**config.mk**
```make
export PLATFORM = sky130hd
export DESIGN_NAME = int_writeback_controller
export DESIGN_NICKNAME = d
export VERILOG_FILES = /design/src/rtl/int_writeback_controller.sv
export SDC_FILE = /design/constraint.sdc
export NUM_CORES = 1
export LEC_CHECK = 0
export CAP_MARGIN = 10
export CORE_ASPECT_RATIO = 1.1
export CORE_MARGIN = 10
export CORE_UTILIZATION = 43
export CTS_CLUSTER_SIZE = 12
export DETAILED_ROUTE_END_ITERATION = 6
export GPL_ROUTABILITY_DRIVEN = 1
export PLACE_DENSITY = 0.82
export SYNTH_ARGS = -nofsm -noshare
export SYNTH_HDL_FRONTEND = slang
export SYNTH_SLANG_ARGS = --single-unit
```
**constraint.sdc**
```tcl
create_clock -name clk_i -period 3.71 [get_ports clk_i]
set_clock_uncertainty 0.05 [all_clocks]
set_input_delay 0.5565 -clock clk_i [delete_from_list [all_inputs] [get_ports clk_i]]
set_output_delay 0.5565 -clock clk_i [all_outputs]
set_load 0.005 [all_outputs]
```
**src/rtl/int_writeback_controller.sv**
```systemverilog
// Integer register-file writeback controller: round-robin arbitration of writeback
// sources into a single registered write port, plus a RAW/WAW busy scoreboard for decode.
module int_writeback_controller #(
    parameter int NUM_REQ = 3,
    parameter int XLEN    = 32
) (
    input  logic                    clk_i,
    input  logic                    rst_i,
    input  logic [NUM_REQ-1:0]      req_valid_i,
    input  logic [5*NUM_REQ-1:0]    req_rd_i,
    input  logic [XLEN*NUM_REQ-1:0] req_data_i,
    output logic [NUM_REQ-1:0]      req_ready_o,
    input  logic                    issue_valid_i,
    input  logic [4:0]              issue_rd_i,
    input  logic [4:0]              issue_rs1_i,
    input  logic [4:0]              issue_rs2_i,
    output logic                    issue_stall_o,
    output logic                    reg_write_o,
    output logic [4:0]              rd_o,
    output logic [XLEN-1:0]         write_data_o,
    output logic [31:0]             busy_o
);

    localparam int PW = (NUM_REQ > 1) ? $clog2(NUM_REQ) : 1;

    logic [PW-1:0]      ptr_r;
    logic [31:0]        busy_r;
    logic               reg_write_r;
    logic [4:0]         rd_r;
    logic [XLEN-1:0]    write_data_r;

    logic [PW-1:0]      cand_s;
    logic               take_s;
    logic               grant_any_s;
    logic [PW-1:0]      grant_idx_s;
    logic               transfer_s;
    logic [4:0]         sel_rd_s;
    logic [XLEN-1:0]    sel_data_s;
    logic               issue_accept_s;
    logic [31:0]        set_mask_s;
    logic [31:0]        clr_mask_s;
    logic [31:0]        busy_nxt_s;

    function automatic logic [PW-1:0] wrap_idx(input logic [PW-1:0] base, input int off);
        int sum;
        sum = int'(base) + off;
        if (sum >= NUM_REQ) begin
            sum = sum - NUM_REQ;
        end else begin
            sum = sum;
        end
        return sum[PW-1:0];
    endfunction

    // Round-robin search for the first valid requester starting at ptr_r.
    always_comb begin
        cand_s      = '0;
        take_s      = 1'b0;
        grant_any_s = 1'b0;
        grant_idx_s = '0;
        for (int i = 0; i < NUM_REQ; i++) begin
            cand_s      = wrap_idx(ptr_r, i);
            take_s      = ~grant_any_s & req_valid_i[cand_s];
            grant_idx_s = take_s ? cand_s : grant_idx_s;
            grant_any_s = grant_any_s | take_s;
        end
    end

    assign transfer_s  = grant_any_s & ~rst_i;
    assign req_ready_o = transfer_s ? ({{(NUM_REQ-1){1'b0}}, 1'b1} << grant_idx_s) : '0;
    assign sel_rd_s    = req_rd_i[int'(grant_idx_s)*5 +: 5];
    assign sel_data_s  = req_data_i[int'(grant_idx_s)*XLEN +: XLEN];

    // busy_r[0] is held at 0, so an rd/rs of x0 never contributes a hazard.
    assign issue_stall_o  = ~rst_i & issue_valid_i &
                            (busy_r[issue_rs1_i] | busy_r[issue_rs2_i] | busy_r[issue_rd_i]);
    assign issue_accept_s = ~rst_i & issue_valid_i & ~issue_stall_o;

    // Scoreboard next state: clear on commit, set on issue; set applied last so it wins.
    always_comb begin
        set_mask_s = 32'h0000_0000;
        clr_mask_s = 32'h0000_0000;
        if (reg_write_r) begin
            clr_mask_s[rd_r] = 1'b1;
        end else begin
            clr_mask_s = 32'h0000_0000;
        end
        if (issue_accept_s && (issue_rd_i != 5'd0)) begin
            set_mask_s[issue_rd_i] = 1'b1;
        end else begin
            set_mask_s = 32'h0000_0000;
        end
        busy_nxt_s = ((busy_r & ~clr_mask_s) | set_mask_s) & 32'hFFFF_FFFE;
    end

    // Pointer, scoreboard and registered write-port stage.
    always_ff @(posedge clk_i) begin
        if (rst_i) begin
            ptr_r        <= '0;
            busy_r       <= 32'h0000_0000;
            reg_write_r  <= 1'b0;
            rd_r         <= 5'd0;
            write_data_r <= '0;
        end else begin
            busy_r <= busy_nxt_s;
            if (transfer_s) begin
                ptr_r        <= wrap_idx(grant_idx_s, 1);
                reg_write_r  <= (sel_rd_s != 5'd0);
                rd_r         <= sel_rd_s;
                write_data_r <= sel_data_s;
            end else begin
                reg_write_r  <= 1'b0;
            end
        end
    end

    assign reg_write_o  = reg_write_r;
    assign rd_o         = rd_r;
    assign write_data_o = write_data_r;
    assign busy_o       = busy_r;

endmodule
```
# Word-level counts from Yosys, hierarchy flattened

Cells that the tools add are included.

Bits in registers: 72
Input port bits: 132
Output and inout port bits: 74

Add/sub/neg operators: 7
Multiply operators: 1
Magnitude comparators: 13
Shifts and indexed selects: 3
Muxes and demuxes: 26
Bitwise operators: 18
Reductions and logical operators: 6

Operators by type and width:

| kind                                                               | number |
|---|---|
| indexed part select 96 x 8 -> 32 bit                               | 1 |
| 2-to-1 mux 32 bit                                                  | 2 |
| bitwise AND 32 bit                                                 | 1 |
| inverter 32 bit                                                    | 1 |
| OR 32 bit                                                          | 1 |
| < comparator 5 x 6 -> 1 bit (second input constant)                | 4 |
| binary-select mux 1 bit (select 5 bit)                             | 3 |
| indexed part select 15 x 6 -> 5 bit                                | 1 |
| 2-to-1 mux 2 bit                                                   | 7 |
| demux 1 bit (select 5 bit)                                         | 2 |
| greater-or-equal comparator 5 x 1 -> 1 bit (second input constant) | 2 |
| nonzero test 5 bit                                                 | 2 |
| greater-or-equal comparator 3 x 2 -> 1 bit (second input constant) | 3 |
| < comparator 2 x 3 -> 1 bit (second input constant)                | 3 |
| 2-to-1 mux 1 bit                                                   | 8 |
| subtractor 2 bit (second input constant)                           | 4 |
| adder 2 x 1 -> 3 bit (second input constant)                       | 2 |
| bitwise AND 1 bit                                                  | 6 |
| binary-select mux 1 bit (select 2 bit)                             | 3 |
| multiplier 2 x 3 -> 5 bit (second input constant)                  | 1 |
| inverter 1 bit                                                     | 5 |
| OR 1 bit                                                           | 4 |
| adder 2 x 2 -> 3 bit (second input constant)                       | 1 |
| logical AND 1 bit                                                  | 3 |
| other kinds (4)                                                    | 4 |

# Logic depth before layout (Yosys ltp)

Depth in word-level cells: 13
Mapped depth: 12
Gate-level depth less buffers: 10

# Least setup slack after synthesis

Ideal clock, no wire load.

Path kind: input to output
From: in issue_rs2_i[0]
To: out issue_stall_o
Data arrival time: 2,342 ps
Data required time: 3,103 ps
Slack: 762 ps
Cell stages on the path: 7
Path buffers: 2
Path through: buf_2 mux4_2 mux4_2 nor2_1 o21ai_2 buf_6 o211a_1

Cells in the longest elaborated chain, start to end: 5

RTL lines:

| element                                | RTL line | text |
|---|---|---|
| from (decl)                            | 16       | `input logic [4:0] issue_rs2_i,` |
| binary-select mux 1 bit (select 5 bit) | 76       | `(busy_r[issue_rs1_i] \| busy_r[issue_rs2_i] \| busy_r[issue_rd_i]);` |
| 2-to-1 mux 1 bit (not written as such) | 76       |  |
| OR 1 bit (2 in a row)                  | 76       |  |
| bitwise AND 1 bit                      | 75       | `assign issue_stall_o = ~rst_i & issue_valid_i &` |
| to (decl)                              | 17       | `output logic issue_stall_o,` |

Every way passes these cells. The select of a mux whose other input is x is not followed.

# Final worst setup path

From: in issue_rd_i[0]
To: out issue_stall_o

Cells in the longest elaborated chain, start to end: 4

RTL lines:

| element                                | RTL line | text |
|---|---|---|
| from (decl)                            | 14       | `input logic [4:0] issue_rd_i,` |
| binary-select mux 1 bit (select 5 bit) | 76       |  |
| 2-to-1 mux 1 bit (not written as such) | 76       |  |
| OR 1 bit                               | 76       |  |
| bitwise AND 1 bit                      | 75       |  |

Every way passes these cells. The select of a mux whose other input is x is not followed.

==> run metrics <==
pre-CTS WS=-120 ps; Cell Pwr Density=624 nW/um^2; critical-path maximum fanout=9; Fmax=0.275 GHz; Synth Register Bits=71; setup ws final=79.5 ps; dpl cell area=6750 um^2; min-delay src=write_data_o[15]; Worst VDD drop=0.546 mV; critical path endpoint category=output pin; cell area after layout=7070 um^2; fin. max-slew vios=0; max-cap viol count=0; CTS Buffer Depth=2; Syn Nets=633; hold_buf cts=0; initial core utilization=0.441; post_cts resized=1; Reg-to-Reg End=reg_write_o; crit path time final=3630 ps; All-Layer GR Usage=0.228; CTS H-tree depth=3; Hold Path End=write_data_o[15]; Post-synth EDFFs=0; Final #Nets=819; Die W=118 um; Iteration-0 DRC Markers=354; Final Setup Violations=0; ys flop type=dfxtp_1; DRC violation count after routing=0; Switching Share=0.381; layout cell share with drive strength beyond 1=0.0977; switching pwr=1.68 mW; CTS Buf Count=9; CP required=3100 ps; Clock Tree Root=clkbuf_16; Synth area leaders=dfxtp_1, mux2i_1, mux4_2; DRT antenna net count=0; final worst-path cycle share=0.979; gpl congestion=0.913; Comb pwr share=0.532; IO buf count=204; vias=5020; final hold viol count=0; outcome=finished clean; clock latency on the worst-skew pair=330 ps; CTS tree=done; Ports=206; Yosys top cell area share=0.310; Worst Hold Depth=1; Arrival @ worst endpoint=3020 ps; Clk pin slew, worst setup/hold paths=60 ps; total congestion overflow=0; Setup CP Type=in2out; HPWL after DPL=14.3 mm; row cnt=39; n_diodes=0; largest net degree at the start of global routing=76; WL/cell=21.9 um; Seq/Total Area, Yosys=0.310; Flop pwr share=0.271; Slew HR=0.531; Least-Margin Pin Slew=704 ps; Leak Pwr=2.67 nW; Die Ht=128 um; drt first pass iters=5; core box area=10400 um^2; cells after synthesis=495; Clock Power Share=0.198; Cell Int Power=2.73 mW; Worst Hold Class=reg2reg; Post-Syn Area=4580 um^2; Final Power=4.41 mW; Worst setup SP type=input port; RSZ-0062 raised after global routing=no; # Post-CTS Setup Buffers=0; synth-to-layout area growth=54.3%; drt total wl=18.1 mm; register-to-register setup slack=620 ps; initial antenna violation count=0; mean post-synth cell area=9.26 um^2; Netlist cell types=46; Synth area leader=dfxtp_1; first-pass GRT wire length=28.0 mm; Post-synth ARST share=0; Worst Reg-to-Reg Cells=9; YS warnings=0; CTS Sinks=71; full die area=15200 um^2; Critical R2R Launch=ptr_r[0]; vias in the first global route=5046; vias per std cell=6.06
[layout by cell type, fill, tap and decap left out, types with 3 or more instances in the layout]
master and count:
a21oi_1 43, or2_2 4, nand4_1 3, a221o_1 3, o211ai_1 17, clkbuf_16 9
dfxtp_1 71, nor2b_1 4, a311o_1 3, nor3b_1 8, a31oi_1 3, and2_1 3
ha_1 5, nand2_1 34, nor3_1 3, nand2b_1 6, mux4_1 7, buf_4 16
nand3_1 24, clkdlybuf4s50_1 201, o41ai_1 31, nand3b_1 6, mux4_2 17, inv_1 5
a22o_1 31, mux2i_1 44, nor2_1 45, o21ai_0 4
[power groups by stage]
stage | logic, mW | clock network [mW] | registers, mW
finish | 2.35 | 0.872 | 1.19
global route | 2.55 | 0.907 | 1.22
CTS | 2.35 | 0.877 | 1.19
detailed placement | 2.32 | 0 | 1.20
global placement | 2.28 | 0 | 1.19
floorplan | 1.36 | 0 | 1.16
[synth_stat cells (2+ instances only)]
library cell  count
o21ai_0           4
mux4_1            7
buf_6             4
nor3b_1           8
a221o_1           3
a21oi_1          43
nor3_1            3
mux4_2           17
buf_1             2
nand4_1           3
o2111ai_1         2
nand3b_1          6
mux2_2            2
mux2i_1          45
nand3_1          24
inv_1             6
a311o_1           3
nand2_1          34
nor2_1           47
o211ai_1         17
clkbuf_1         25
and2_1            3
a31oi_1           4
ha_1              6
nand2b_1          6
a22o_1           31
dfxtp_1          71
o41ai_1          31
nor2b_1           4
buf_2            15
or2_2             4
[layer usage]
| metal | vias to the layer above | global-route usage | share of wire |
|---|---|---|---|
| li1 | 2295 | - | - |
| met1 | 2377 | 0.257 | 0.38 |
| met2 | 317 | 0.387 | 0.49 |
| met3 | 31 | 0.0921 | 0.12 |
| met5 | - | 0 | 0 |
| met4 | 0 | 0.0705 | 0.017 |
[worst max-delay path by stage]
| stage | from | to | cells past startpoint |
|---|---|---|---|
| after CTS | issue_rs2_i[0] | issue_stall_o | 8 |
| after detailed placement | issue_rs1_i[0] | issue_stall_o | 7 |
| after global placement | issue_rs1_i[0] | issue_stall_o | 7 |
| after global routing | issue_rd_i[0] | issue_stall_o | 10 |
| after floorplan | issue_rs2_i[0] | issue_stall_o | 7 |
| final | issue_rd_i[0] | issue_stall_o | 10 |
[cell families (layout without fill, tap and decap cells)]
group,after synthesis,in the layout,synth area share
adder cells (fa/ha/maj),6,6,0.0164
AO/OA/AOI/OAI,147,147,0.238
flip-flops,71,71,0.310
multiplexers,71,71,0.227
buffers and inverters,53,244,0.0549
AND/OR/NAND/NOR,146,146,0.153
other,1,1,0.000818
[sequential cells by signal, summed over array words and instances, names as in the netlist]
| name | flops |
|---|---|
| reg_write_o | 1 |
| busy_o | 31 |
| ptr_r | 2 |
| rd_o | 5 |
| write_data_o | 32 |
[area by class of cell]
class                      count  area, um^2
fill                         798        3320
multi-input combinational    371        2940
timing repair buffer         222        2200
sequential                    71        1420
clock buffer                  10         239
tap                          143         179
clock inverter                 6        68.8
inverter                       6        22.5
[stage by stage]
| step | cells | utilization | setup TNS [ps] | hold slack (ps) |
|---|---|---|---|---|
| finish | 829 | 0.680 | 0 | 432 |
| global placement | 813 | 0.649 | -120 | 413 |
| global route | 829 | 0.680 | 0 | 438 |
| detailed placement | 813 | 0.649 | -120 | 415 |
| CTS | 829 | 0.678 | 0 | 432 |
| floorplan | 495 | - | 0 | 424 |
[worst max-delay path, stage by stage]
cell and delay (ps):
clkdlybuf4s50_1 480, buf_6 150, buf_4 160, mux4_2 500, mux2i_1 150, mux2i_1 110, a22oi_2 150, o21ai_2 90
o211a_1 210, clkdlybuf4s50_1 460
No activity file was read; power rests on OpenSTA's default activity.
